[src/rtl/mul_pkg.sv]
// mul_pkg: shared types and constants for the shared-multiplier controller
package mul_pkg;
  typedef enum logic [2:0] {IDLE, LOAD_A, LOAD_B, ADD, DONE} state_t;
  localparam int NREQ = 2;
  localparam int W_DEF = 16;
endpackage

[src/rtl/rr_arb2.sv]
// rr_arb2: two-way round-robin grant picker; pointer names the preferred client on a tie
module rr_arb2
  import mul_pkg::*;
(
  input  logic [NREQ-1:0] req_i,
  input  logic            ptr_i,
  output logic [NREQ-1:0] gnt_o,
  output logic            win_o
);
  assign win_o = req_i[1] & (~req_i[0] | ptr_i);
  assign gnt_o = (|req_i) ? (win_o ? 2'b10 : 2'b01) : 2'b00;
endmodule

[src/rtl/mul_share_ctrl.sv]
// mul_share_ctrl: two-client sequencer and arbiter for a repeated-addition multiplier datapath
module mul_share_ctrl
  import mul_pkg::*;
#(
  parameter int W = W_DEF
) (
  input  logic            clk,
  input  logic            rst_n,
  input  logic [NREQ-1:0] req,
  input  logic [W-1:0]    a0,
  input  logic [W-1:0]    b0,
  input  logic [W-1:0]    a1,
  input  logic [W-1:0]    b1,
  output logic [NREQ-1:0] done,
  output logic [W-1:0]    res0,
  output logic [W-1:0]    res1,
  output logic            busy,
  output logic            gnt_id,
  output logic [W-1:0]    dp_data,
  output logic            ldA,
  output logic            ldB,
  output logic            ldP,
  output logic            clrP,
  output logic            decB,
  input  logic            eqz,
  input  logic [W-1:0]    prod
);
  state_t          state_q, state_d;
  logic            ptr_q, ptr_d, gnt_id_q, gnt_id_d, win;
  logic [NREQ-1:0] gnt;
  logic [W-1:0]    a_q, a_d, b_q, b_d, res0_q, res0_d, res1_q, res1_d;

  rr_arb2 u_arb (
    .req_i(req),
    .ptr_i(ptr_q),
    .gnt_o(gnt),
    .win_o(win)
  );

  assign busy   = state_q != IDLE;
  assign gnt_id = gnt_id_q;
  assign res0   = res0_q;
  assign res1   = res1_q;

  // next state, operand/result capture and Mealy strobe decode
  always_comb begin
    state_d  = state_q;
    ptr_d    = ptr_q;
    gnt_id_d = gnt_id_q;
    a_d      = a_q;
    b_d      = b_q;
    res0_d   = res0_q;
    res1_d   = res1_q;
    done     = '0;
    dp_data  = '0;
    ldA      = 1'b0;
    ldB      = 1'b0;
    ldP      = 1'b0;
    clrP     = 1'b0;
    decB     = 1'b0;
    case (state_q)
      IDLE: if (|gnt) begin
        a_d      = gnt[1] ? a1 : a0;
        b_d      = gnt[1] ? b1 : b0;
        gnt_id_d = win;
        ptr_d    = ~win;
        state_d  = LOAD_A;
      end
      LOAD_A: begin
        dp_data = a_q;
        ldA     = 1'b1;
        state_d = LOAD_B;
      end
      LOAD_B: begin
        dp_data = b_q;
        ldB     = 1'b1;
        clrP    = 1'b1;
        state_d = ADD;
      end
      ADD: begin
        ldP  = ~eqz;
        decB = ~eqz;
        if (eqz) begin
          res0_d  = gnt_id_q ? res0_q : prod;
          res1_d  = gnt_id_q ? prod : res1_q;
          state_d = DONE;
        end
      end
      DONE: begin
        done[gnt_id_q] = 1'b1;
        if (!req[gnt_id_q]) state_d = IDLE;
      end
      default: state_d = IDLE;
    endcase
  end

  // state and data registers with synchronous active-low reset
  always_ff @(posedge clk) begin
    if (!rst_n) begin
      state_q  <= IDLE;
      ptr_q    <= 1'b0;
      gnt_id_q <= 1'b0;
      a_q      <= '0;
      b_q      <= '0;
      res0_q   <= '0;
      res1_q   <= '0;
    end else begin
      state_q  <= state_d;
      ptr_q    <= ptr_d;
      gnt_id_q <= gnt_id_d;
      a_q      <= a_d;
      b_q      <= b_d;
      res0_q   <= res0_d;
      res1_q   <= res1_d;
    end
  end
endmodule

[config.mk]
export PLATFORM = sky130hd
export DESIGN_NAME = mul_share_ctrl
export DESIGN_NICKNAME = d
export VERILOG_FILES = /design/src/rtl/mul_pkg.sv /design/src/rtl/rr_arb2.sv /design/src/rtl/mul_share_ctrl.sv
export SDC_FILE = /design/constraint.sdc
export NUM_CORES = 1
export LEC_CHECK = 0
export ABC_AREA = 1
export BUFFER_PORTS_ARGS = -buffer_cell sky130_fd_sc_hd__buf_2
export CAP_MARGIN = 20
export CELL_PAD_IN_SITES_DETAIL_PLACEMENT = 1
export CELL_PAD_IN_SITES_GLOBAL_PLACEMENT = 1
export CORE_ASPECT_RATIO = 0.75
export CORE_MARGIN = 3
export CORE_UTILIZATION = 35
export DETAILED_ROUTE_END_ITERATION = 6
export HOLD_SLACK_MARGIN = 0.1
export PLACE_DENSITY = 0.93
export SETUP_SLACK_MARGIN = 0.5
export SYNTH_ARGS = -nofsm -noshare
export SYNTH_HDL_FRONTEND = slang
export SYNTH_SLANG_ARGS = --single-unit
[constraint.sdc]
create_clock -name clk -period 1.8 [get_ports clk]
set_input_delay 0.18 -clock clk [delete_from_list [all_inputs] [get_ports clk]]
set_output_delay 0.18 -clock clk [all_outputs]
set_load 0.05 [all_outputs]
# Word level (Yosys, flattened, before mapping)
# Cells that the tools add are included.
[totals]
regBits = 69
input_bits = 85
output_inout_bits = 57
word_cells = 48
[op_classes]
order_cmp = 2
eq_ne = 7
muxes = 17
bitwise = 6
n_reduce_logical = 9
[ops]
columns = ["op", "n"]
rows = [
  ["16-bit 2-to-1 mux", 2],
  ["16-bit case mux with 2 select lines", 1],
  ["3-bit case mux with 5 select lines", 1],
  ["3-bit 2-to-1 mux", 3],
  ["3-bit AND reduction", 3],
  ["3-bit by 2-bit equality test with 1-bit output, second input constant", 2],
  ["1-bit 2-to-1 mux", 6],
  ["2-bit 2-to-1 mux", 3],
  ["2-bit inequality test, second input constant", 3],
  ["1-bit NOT", 4],
  ["2-bit OR reduction", 2],
  ["3-bit by 1-bit equality test with 1-bit output, second input constant", 1],
  ["3-bit equality test, second input constant", 1],
  ["3-bit zero test", 1],
  ["3-bit nonzero test", 1],
  ["1-bit by 2-bit < comparator with 1-bit output, second input constant", 1],
  ["2-bit AND reduction", 1],
  ["1-bit AND", 1],
  ["1-bit demux with 1-bit select", 1],
  ["1-bit >= comparator, second input constant", 1],
  ["1-bit logical AND", 1],
  ["1-bit bitwise OR", 1],
]

# Logic depth before layout (Yosys ltp)
# Gate-level depths: netlist of run 1.
[logic_depth]
word_depth = 8
ltp_mapped = 8
depth_no_buf = 8

# Cells and area by module
# A second synthesis of run 1 with hierarchy kept.
[unflattened]
cells_unflattened = 459
area_unflattened_um2 = 3173.0
[modules_own_cells]
columns = ["mod", "n_inst", "cells_each", "area_each_um2", "seq_area_each_um2"]
rows = [
  ["mul_share_ctrl", 1, 453, 3149.3, 1381.3],
  ["rr_arb2", 1, 6, 23.8, 0.0],
]

# Worst setup path after synthesis of run 1
# OpenSTA, ideal clock, no wires.
[synth_path]
kind = "reg2out"
startpoint = "register gnt_id_q, in the netlist gnt_id"
endpoint = "output port done[1]"
arrival_time_ns = 1.583
required_time_ns = 1.620
path_slack_ns = 0.037
path_stages_with_launch = 3
n_path_buf = 0
cell_sequence = "dfxtp_1 inv_1 nor2_1"
[synth_via]
elab_chain_len = 5
word_cells_on_any_way = 6
cone_classes = "order compare (2); mux (3); reduce/logical (1)"
[synth_rtl]
columns = ["element", "line", "source"]
rows = [
  ["start, declared", "mul_share_ctrl.sv:29", "logic ptr_q, ptr_d, gnt_id_q, gnt_id_d, win;"],
  ["start signal, assigned", "mul_share_ctrl.sv:110", "gnt_id_q <= gnt_id_d;"],
  ["1-bit by 2-bit < comparator with 1-bit output (implied by the code) / 1-bit >= comparator (equally long branches)", "mul_share_ctrl.sv:90", "done[gnt_id_q] = 1'b1;"],
  ["1-bit logical AND (implied by the code)", "mul_share_ctrl.sv:90", ""],
  ["1-bit 2-to-1 mux (implied by the code)", "mul_share_ctrl.sv:90", ""],
  ["1-bit demux with 1-bit select (*)", "mul_share_ctrl.sv:90", ""],
  ["2-bit 2-to-1 mux (*)", "mul_share_ctrl.sv:61", "case (state_q)"],
  ["end, declared", "mul_share_ctrl.sv:14", "output logic [NREQ-1:0] done,"],
]
# Every way passes the cells marked *; elsewhere a longest branch is shown, timed or not.

# Worst setup path in the final report of run 1
[layout_path]
startpoint = "register state_q[1]"
endpoint = "output port dp_data[2]"
[layout_via]
elab_chain_len = 2
word_cells_on_any_way = 3
cone_classes = "eq/ne (2); mux (1)"
[layout_rtl]
columns = ["element", "line", "source"]
rows = [
  ["start, declared", "mul_share_ctrl.sv:28", "state_t state_q, state_d;"],
  ["start signal, assigned", "mul_share_ctrl.sv:108", "state_q <= state_d;"],
  ["3-bit by 2-bit equality test with 1-bit output / 3-bit by 1-bit equality test with 1-bit output (equally long branches)", "mul_share_ctrl.sv:61", ""],
  ["16-bit case mux with 2 select lines (*)", "mul_share_ctrl.sv:61", ""],
  ["end, declared", "mul_share_ctrl.sv:19", "output logic [W-1:0] dp_data,"],
]
# Marked as above.

==> results of run 1 <==
## per-layer routing
metal	global-route usage	vias to the layer above
li1	-	1864
met1	0.359	2243
met2	0.520	312
met3	0.0778	129
met4	0.138	2
met5	0	-
## logic make-up after synthesis
family	after synthesis	share of synthesized area
flip-flops	69	0.426
AND/OR/NAND/NOR	256	0.341
AO/OA/AOI/OAI	84	0.149
buffers and inverters	46	0.0845
## power by group
part / switching, uW / internal (uW)
Clock: 722 / 961
Sequential: 123 / 1630
Combinational: 1190 / 740
Total: 2040 / 3330
## Yosys cell counts
library cell / n
nand2_1: 159
dfxtp_1: 69
a21oi_1: 51
nand3_1: 50
nor2_1: 36
a22o_1: 16
buf_4: 10
o21ai_1: 10
clkbuf_1: 9
inv_1: 8
buf_6: 7
buf_2: 6
o21ai_0: 6
inv_2: 4
nor2_4: 4
nand2_4: 2
nand4_1: 2
a31oi_1: 1
clkinv_2: 1
inv_4: 1
nand2_2: 1
nand3_4: 1
nor2_8: 1
## cell usage in the layout (no fill, tap or decap), types with 4 or more instances in the layout
| cell type | instances |
|---|---|
| buf_2 | 116 |
| nand2_1 | 103 |
| dfxtp_1 | 65 |
| a21oi_2 | 46 |
| nand2_4 | 42 |
| nand3_1 | 35 |
| nor2_1 | 27 |
| buf_6 | 21 |
| buf_8 | 18 |
| nand2_2 | 15 |
| buf_4 | 15 |
| o21ai_2 | 14 |
| nand3_2 | 11 |
| clkbuf_16 | 11 |
| buf_12 | 10 |
| a22o_4 | 9 |
| nor2_4 | 8 |
| nand3_4 | 7 |
| a22o_1 | 7 |
| inv_8 | 5 |
| inv_2 | 5 |
| nor2_2 | 5 |
| a21oi_1 | 4 |
| buf_16 | 4 |
| dfxtp_4 | 4 |
## final cells by class
type	count	area, um^2	share of cell area
multi-input combinational	343	2470	0.412
timing repair buffer	186	1560	0.260
sequential	69	1400	0.233
clock buffer	13	250	0.0417
tap	124	155	0.0258
inverter	14	101	0.0169
timing repair inverter	5	48.8	0.00813
clock inverter	2	10.0	0.00167
antenna	3	7.51	0.00125
## stage by stage
stage,std cells,instance area (um^2),total power (uW)
finish,759,6000,5370
global route,759,6000,5490
CTS,740,5180,4700
detailed placement,696,4080,2740
global placement,696,4080,2690
floorplan,455,3390,2490
## final timing paths
path / start / end / slack (ns)
hold reg to reg: res1[15] / res1[15] / 0.48
setup / recovery: state_q[1] / dp_data[2] / 0.08
hold / removal: prod[3] / res0[3] / 0.12
setup reg to reg: state_q[1] / res1[12] / 0.13
## registers in the layout (all words and copies together), names as in the netlist
name and count:
gnt_id 1, b_q 16, ptr_q 1, a_q 16
res0 16, res1 16, state_q 3
## repair_timing
item,4_1_cts,5_1_grt
pin swaps,44,84
cloned,11,3
setup buffers,18,13
setup endpoints to repair,82,94
gates resized for setup,141,175
## critical path, stage by stage (launching register included)
cell,delay (ns)
dfxtp_4,0.37
inv_6,0.07
nand3_4,0.19
inv_8,0.17
a22o_1,0.21
buf_6,0.18
==> impl_metrics.py, run 1 <==
metrics = {
    "cts": {
        "numCtsBuffers": 9,
        "clk_path_buf_depth": 2,
        "cts_tree": "yes",
        "insertion_delay_ns": 0.34,
        "cts_sinks": 69,
        "clk_pin_slew_ns": 0.06,
        "htreeDepth": 3,
        "cts_root_buf": "clkbuf_16",
        "hold_buffers": 0,
    },
    "route": {
        "viasPerCell": 5.99,
        "wl_mm": 21.4,
        "wl_met1_mm": 7.97,
        "post_drt_wl_per_cell_um": 28.2,
        "wl_met2_mm": 10.3,
        "dr.pass1.iters": 5,
        "routed-wl-met3_mm": 1.49,
        "remaining_drc_errors": 0,
        "num_vias": 4550,
        "topRoutingLayerUsed": "met5",
        "drt_iter0_markers": 295,
        "ant_nets": 0,
    },
    "synth": {
        "avgSynthCellArea_um2": 7.13,
        "synth_top_area_cell": "dfxtp_1",
        "synth.distinct_cells": 23,
        "ys.warnings.count": 0,
        "netlist_instances": 455,
        "yosys_register_bits": 69,
        "synth_nets": 540,
        "ys_seq_area_frac": 0.426,
        "yosys.area.top_type_share": 0.426,
        "syn_area_mm2": 0.00324,
        "yosys-top-cells-area": "dfxtp_1 (43%), nand2_1 (18%), a21oi_1 (7.9%)",
    },
    "final_layout": {
        "fill_cells": 979,
        "nets": 713,
        "drive_above_1_share": 0.601,
        "syn2layout_area_growth_pct": 85.1,
        "fin_util": 0.687,
    },
    "die": {
        "fp.dieH_um": 89.4,
        "initial_core_util": 0.371,
        "die-area_mm2": 0.0105,
        "design.core.area_mm2": 0.00874,
        "die_w_um": 117,
        "num_rows": 29,
        "io_pins": 142,
    },
    "sta": {
        "finalCritPeriodShare": 0.957,
        "hold_slack_ns": 0.115,
        "setup_tns_ns": 0,
        "tightest_slew_ns": 0.696,
        "fmax_mhz": 581,
        "fin_crit_ns": 1.72,
        "clock_skew_ns": 0.00716,
        "drv_slew": 0,
        "rsz0062_at_grt": "yes",
        "fin_ws_ns": 0.0777,
        "slew-limit-headroom": 0.536,
        "setup_viol": 0,
        "hold_viol": 0,
    },
    "setup_path": {
        "cp-start-kind": "register",
        "worst_ep_required_time_ns": 1.62,
        "worstSetupPathType": "reg -> out",
        "end_kind": "primary output",
        "cp.arrival_ns": 1.54,
        "path_max_fanout": 8,
        "reg2reg_depth": 8,
    },
    "grt": {
        "grt_pass1_vias": 4246,
        "grt_pass1_wl_mm": 23.8,
        "antenna_found_initial": 3,
        "grt_usage": 0.304,
        "grt_max_degree": 35,
        "grt_overflow": 0,
    },
    "placement": {
        "dp_hpwl_mm": 8.56,
        "place_congestion": 0.901,
        "place_worst_setup_slack_ns": 0.114,
        "port_buffers": 141,
    },
    "power_and_ir_drop": {
        "power.density_mw_per_mm2": 894,
        "p_leak_uw": 0.00276,
        "ir_drop_mv": 0.650,
    },
    "worst_hold_path": {
        "hp-class": "in -> reg",
        "whs_path_depth": 3,
    },
    "run": {
        "max_cap_viol_count": 0,
    },
    "status": {
        "status": "completed",
    },
}
Power figures use the tool's default switching activity.
==> inputs of run 2 (changes only) <==
--- a/config.mk
+++ b/config.mk
@@ -15,7 +15,7 @@
 export CORE_UTILIZATION = 35
 export DETAILED_ROUTE_END_ITERATION = 6
 export HOLD_SLACK_MARGIN = 0.1
-export PLACE_DENSITY = 0.93
+export PLACE_DENSITY = 0.94
 export SETUP_SLACK_MARGIN = 0.5
 export SYNTH_ARGS = -nofsm -noshare
 export SYNTH_HDL_FRONTEND = slang
==> run 2 against run 1 <==
  * The flow now finishes with violations (negative setup slack)
  * Critical path depth rose by 2
  * Sequential share of layout area fell by 0.88 points
  * Non-clock buffer count did not move
  * First-iteration DRC count rose by 120%
  * Worst setup slack got worse by 0.37 ns
  * Worst hold slack improved by 0.011 ns
  * Die area did not move
  * Clock-buffer cell count fell by 2
  * Largest power group is now clock
  * Highest routed layer unchanged
==> impl_metrics.py, run 2 (same netlist as run 1, synthesis figures left out) <==
metrics = {
    "status": {
        "status": "complete, but fails checks",
        "violations": "negative setup slack",
    },
    "final_layout": {
        "fill_cells": 923,
        "multi_input_area_mm2": 0.00249,
        "syn2layout_area_growth_pct": 92.4,
        "final_cell_mix": "buf_2 (117), nand2_1 (94), dfxtp_1 (65)",
        "drive_above_1_share": 0.610,
        "nets": 718,
        "regArea_mm2": 0.00140,
        "final_common_cell": "buf_2",
    },
    "worst_hold_path": {
        "holdPathEnd": "res1[1]",
        "hp-class": "in -> reg",
        "hold_start": "prod[1]",
        "whs_path_depth": 3,
    },
    "sta": {
        "hold_viol": 0,
        "setup_viol": 25,
        "hold_slack_ns": 0.126,
        "rsz0062_at_grt": "yes",
        "tightest_slew_ns": 0.750,
        "fin_ws_ns": -0.292,
        "slew-limit-headroom": 0.499,
        "fmax_mhz": 478,
        "drv_slew": 0,
        "finalCritPeriodShare": 1.16,
        "clock_skew_ns": 0.00741,
        "fin_crit_ns": 2.09,
    },
    "grt": {
        "antenna_found_initial": 3,
        "grt_max_degree": 34,
        "grt_pass1_vias": 4678,
        "grt_overflow": 0,
        "grt_usage": 0.354,
        "grt_pass1_wl_mm": 27.0,
    },
    "placement": {
        "dp_hpwl_mm": 8.51,
        "place_congestion": 0.878,
        "place_worst_setup_slack_ns": 0.115,
        "port_buffers": 141,
    },
    "power_and_ir_drop": {
        "power.total_uw": 6340,
        "power.density_mw_per_mm2": 1020,
        "p_leak_uw": 0.00290,
        "ir_drop_mv": 0.859,
    },
    "setup_path": {
        "worstSetupPathType": "reg -> reg",
        "path_delay_family": "simple AND/OR/NAND/NOR gates",
        "cp-start-kind": "register",
        "critPathLaunch": "ptr_q",
        "regToRegSetupSlack_ns": -0.29,
        "cp_common_cell": "nand2_1",
        "end_kind": "register",
        "worst_ep_required_time_ns": 2.09,
        "reg2reg_depth": 7,
        "cpPeakStageDelay_ns": 0.51,
        "cp_slowest_cell": "dfxtp_1",
        "r2r_end": "b_q[3]",
        "crit_chain": "inv_1 -> nand2_1 -> buf_6 -> nand3_1 -> nand2_1 -> nand2_1 -> a21oi_2",
        "worst-path-buf-inv": 2,
        "path_max_fanout": 33,
        "cp.arrival_ns": 2.38,
        "r2r_start": "ptr_q",
    },
    "route": {
        "post_drt_wl_per_cell_um": 37.4,
        "remaining_drc_errors": 0,
        "viasPerCell": 6.79,
        "dr.pass1.iters": 5,
        "ant_nets": 0,
        "wl_mm": 28.8,
        "num_vias": 5221,
        "drt_iter0_markers": 660,
    },
    "die": {
        "die_w_um": 117,
        "design.core.area_mm2": 0.00874,
        "num_rows": 29,
        "fp.dieH_um": 89.4,
        "initial_core_util": 0.371,
        "die-area_mm2": 0.0105,
        "io_pins": 142,
    },
    "cts": {
        "numCtsBuffers": 9,
        "htreeDepth": 3,
        "clk_pin_slew_ns": 0.07,
        "cts_tree": "yes",
        "insertion_delay_ns": 0.36,
        "clk_path_buf_depth": 2,
        "cts_root_buf": "clkbuf_16",
        "cts_sinks": 69,
    },
    "run": {
        "max_cap_viol_count": 0,
    },
}
## run 2: cell types whose count changed in the layout (fill, tap and decap cells not counted), sizes merged
cell         previous run  this run
diode                   3         7
bufinv                  0         3
clkbuf                 15        12
inv                    17        20
nand3                  53        51
nor2                   41        43
clkinv                  3         4
clkinvlp                1         2
dlygate4sd3             0         1
## run 2: repair_timing
| action | CTS | global route |
|---|---|---|
| endpoints found under the hold margin | 1 | 0 |
| resized for setup | 252 | 101 |
| pin swaps | 63 | 43 |
| setup endpoints to repair | 90 | 93 |
| setup buffers | 19 | 13 |
| hold buffers | 1 | 0 |
| gates cloned | 15 | 2 |
## run 2: final cells by class
class / count / share of cell area
Clock buffer: 11 / 0.0405
Multi-Input combinational cell: 343 / 0.398
Antenna cell: 7 / 0.00281
Clock inverter: 5 / 0.0170
Sequential cell: 69 / 0.224
Timing Repair inverter: 10 / 0.0243
Inverter: 14 / 0.0207
Tap cell: 124 / 0.0249
Timing Repair Buffer: 186 / 0.248
## run 2: worst max path at each step
stage / endpoint / slack, ns / cells past startpoint
finish: b_q[3] / -0.29 / 7
global route: a_q[7] / -0.41 / 7
CTS: dp_data[9] / 0.21 / 5
detailed placement: dp_data[15] / 0.11 / 5
global placement: dp_data[12] / 0.22 / 5
floorplan: dp_data[11] / 0.45 / 4
## run 2: layer usage
metal  GRT usage  part of all wire
met5           0            0.0013
met4       0.195              0.12
met3       0.103              0.13
met2       0.608              0.43
met1       0.397              0.32
## run 2: worst register-to-register path, cell delays in order, from the launching register on
cell	delay (ns)
dfxtp_1	0.51
inv_1	0.11
nand2_1	0.24
buf_6	0.35
nand3_1	0.19
nand2_1	0.14
nand2_1	0.25
a21oi_2	0.25
## run 2: metrics by stage
| step | std cells | cell area [um^2] | utilization | setup TNS (ns) |
|---|---|---|---|---|
| CTS | 747 | 5650 | 0.646 | 0 |
| global route | 768 | 6240 | 0.713 | -4.40 |
| finish | 769 | 6240 | 0.714 | -2.47 |
| global placement | 696 | 4070 | 0.465 | 0 |
| detailed placement | 696 | 4070 | 0.465 | 0 |
| floorplan | 455 | 3390 | - | 0 |
## run 2: where the power goes
part           total [uW]  internal [uW]  switching [uW]
combinational        2220            789            1430
sequential           1810           1630             184
clock                2300           1440             867
total                6340           3850            2480
==> inputs of run 3 (changes only) <==
--- a/config.mk
+++ b/config.mk
@@ -5,17 +5,16 @@
 export SDC_FILE = /design/constraint.sdc
 export NUM_CORES = 1
 export LEC_CHECK = 0
-export ABC_AREA = 1
 export BUFFER_PORTS_ARGS = -buffer_cell sky130_fd_sc_hd__buf_2
 export CAP_MARGIN = 20
 export CELL_PAD_IN_SITES_DETAIL_PLACEMENT = 1
 export CELL_PAD_IN_SITES_GLOBAL_PLACEMENT = 1
 export CORE_ASPECT_RATIO = 0.75
 export CORE_MARGIN = 3
-export CORE_UTILIZATION = 35
+export CORE_UTILIZATION = 36
 export DETAILED_ROUTE_END_ITERATION = 6
 export HOLD_SLACK_MARGIN = 0.1
-export PLACE_DENSITY = 0.94
+export PLACE_DENSITY_LB_ADDON = 0.1
 export SETUP_SLACK_MARGIN = 0.5
 export SYNTH_ARGS = -nofsm -noshare
 export SYNTH_HDL_FRONTEND = slang
==> constraint.sdc (replaced) <==
create_clock -name clk -period 2.5 [get_ports clk]
set_input_delay 0.25 -clock clk [delete_from_list [all_inputs] [get_ports clk]]
set_output_delay 0.25 -clock clk [all_outputs]
set_load 0.05 [all_outputs]
==> run 3 against run 2 <==
  * The flow now finishes without violations
  * Utilization fell by 20 points
  * Largest power group unchanged
  * Synthesized area fell by 4.6%
  * Non-clock buffer count fell by 36
  * Register-to-register slack improved by 0.98 ns
  * Power fell by 51%
==> impl_metrics.py, run 3 <==
metrics = {
    "status": {
        "status": "completed",
    },
    "synth": {
        "yosys_register_bits": 69,
        "yosysMostFrequentCell": "nand2_1",
        "yosys.area.top_type_share": 0.446,
        "synth_common_cells": "nand2_1 (80), dfxtp_1 (69), mux2i_1 (32), nor3_1 (30), a221o_2 (22)",
        "netlist_instances": 323,
        "synth.distinct_cells": 33,
        "avgSynthCellArea_um2": 9.58,
        "ys.warnings.count": 0,
        "ys_async_sr_fraction": 0,
        "synth-edff-count": 0,
        "ys_seq_area_frac": 0.446,
        "yosys-top-cells-area": "dfxtp_1 (45%), mux2i_1 (10%), nand2_1 (9.7%)",
        "synth_nets": 408,
        "ys.flop_type": "dfxtp_1",
        "synth_top_area_cell": "dfxtp_1",
        "syn_area_mm2": 0.00310,
    },
    "route": {
        "dr.pass1.iters": 4,
        "drt_iter0_markers": 142,
        "post_drt_wl_per_cell_um": 16.8,
        "viasPerCell": 5.25,
        "wl_mm": 9.44,
        "num_vias": 2943,
        "remaining_drc_errors": 0,
        "ant_nets": 0,
    },
    "worst_hold_path": {
        "hp-class": "in -> reg",
    },
    "sta": {
        "tightest_slew_ns": 0.543,
        "setup_viol": 0,
        "hold_viol": 0,
        "setup_tns_ns": 0,
        "fmax_mhz": 532,
        "finalCritPeriodShare": 0.752,
        "fin_ws_ns": 0.619,
        "drv_slew": 0,
        "rsz0062_at_grt": "no",
        "clock_skew_ns": 0.00968,
        "slew-limit-headroom": 0.638,
        "fin_crit_ns": 1.88,
    },
    "grt": {
        "grt.busiest_layer": "met2",
        "grtUsageMet3": 0.0516,
        "grt_pass1_vias": 2988,
        "grt_max_degree": 59,
        "grt_pass1_wl_mm": 15.2,
        "use_met2": 0.297,
        "use_met1": 0.277,
        "antenna_found_initial": 0,
        "grt_overflow": 0,
        "grt_usage": 0.196,
    },
    "setup_path": {
        "regToRegSetupSlack_ns": 0.69,
        "cp.arrival_ns": 1.63,
        "worst_ep_required_time_ns": 2.25,
        "cp-start-kind": "register",
        "end_kind": "primary output",
        "path_max_fanout": 17,
        "worstSetupPathType": "reg -> out",
    },
    "die": {
        "design.core.area_mm2": 0.00813,
        "die-area_mm2": 0.00976,
        "num_rows": 28,
        "io_pins": 142,
        "initial_core_util": 0.381,
        "fp.dieH_um": 86.3,
        "die_w_um": 113,
    },
    "final_layout": {
        "regArea_mm2": 0.00139,
        "multi_input_area_mm2": 0.00154,
        "final_common_cell": "buf_2",
        "nets": 536,
        "fill_cells": 1020,
        "drive_above_1_share": 0.463,
        "diodes": 0,
        "syn2layout_area_growth_pct": 34.8,
        "final_cell_mix": "buf_2 (141), nand2_1 (80), dfxtp_1 (66)",
    },
    "power_and_ir_drop": {
        "power.density_mw_per_mm2": 751,
        "ir_drop_mv": 0.386,
        "p_leak_uw": 0.00201,
    },
    "placement": {
        "place_congestion": 0.801,
        "dp_hpwl_mm": 6.60,
        "place_worst_setup_slack_ns": 0.641,
        "port_buffers": 141,
    },
    "cts": {
        "htreeDepth": 3,
        "clk_path_buf_depth": 2,
        "clk_pin_slew_ns": 0.06,
        "numCtsBuffers": 9,
        "cts_root_buf": "clkbuf_16",
        "insertion_delay_ns": 0.33,
        "cts_tree": "yes",
        "cts_sinks": 69,
    },
    "run": {
        "max_cap_viol_count": 0,
    },
}
## run 3: area by class of cell
type                    count  share of cell area
multi-input cells         220               0.368
flip-flops and latches     69               0.332
repair buffers            150               0.190
clock buffers               9              0.0540
well taps                 105              0.0315
clock inverters             7              0.0234
inverters                   1            0.000900
## run 3: what timing repair did
item                                    4_1_cts  5_1_grt
endpoints found under the setup margin       16       16
buffers inserted                              0        0
hold buffers                                  0        0
resized for setup                             2        3
## run 3: critical path, cell delays in order, from the launching register on
cell	delay (ns)
dfxtp_2	0.43
nor3b_2	0.23
buf_6	0.22
a22o_1	0.17
buf_2	0.26
## run 3: final timing paths
path / cells after the start / to / from
max: 4 / dp_data[12] / state_q[0]
min: 2 / a_q[5] / a0[5]
max reg2reg: 4 / b_q[11] / state_q[2]
min reg2reg: 2 / res1[6] / res1[6]
## run 3: where the power goes
part	switching, uW	internal [uW]	total (uW)	leakage, uW
Clock	492	878	1370	0.000152
Sequential	55.8	1170	1230	0.000563
Combinational	330	204	535	0.00130
Total	878	2260	3130	0.00201
## run 3: cells by family after synthesis
family,count (synthesis),share of synthesized area
simple gates,133,0.202
flops,69,0.446
compound gates,54,0.178
buf+inv,34,0.0671
mux,33,0.107
## run 3: through the flow
| stage | hold WS (ns) | std cells | total power (uW) | utilization | area (um^2) |
|---|---|---|---|---|---|
| floorplan | 0.389 | 323 | 1620 | - | 3120 |
| global placement | 0.441 | 545 | 1780 | 0.472 | 3840 |
| detailed placement | 0.448 | 545 | 1780 | 0.472 | 3840 |
| CTS | 0.137 | 561 | 3170 | 0.512 | 4160 |
| global route | 0.145 | 561 | 3270 | 0.513 | 4170 |
| finish | 0.148 | 561 | 3130 | 0.513 | 4170 |
## run 3: layer usage
metal,share of wire,vias up
li1,-,1428
met1,0.47,1405
met2,0.46,104
met3,0.063,6
met4,0.0084,0
met5,0,-
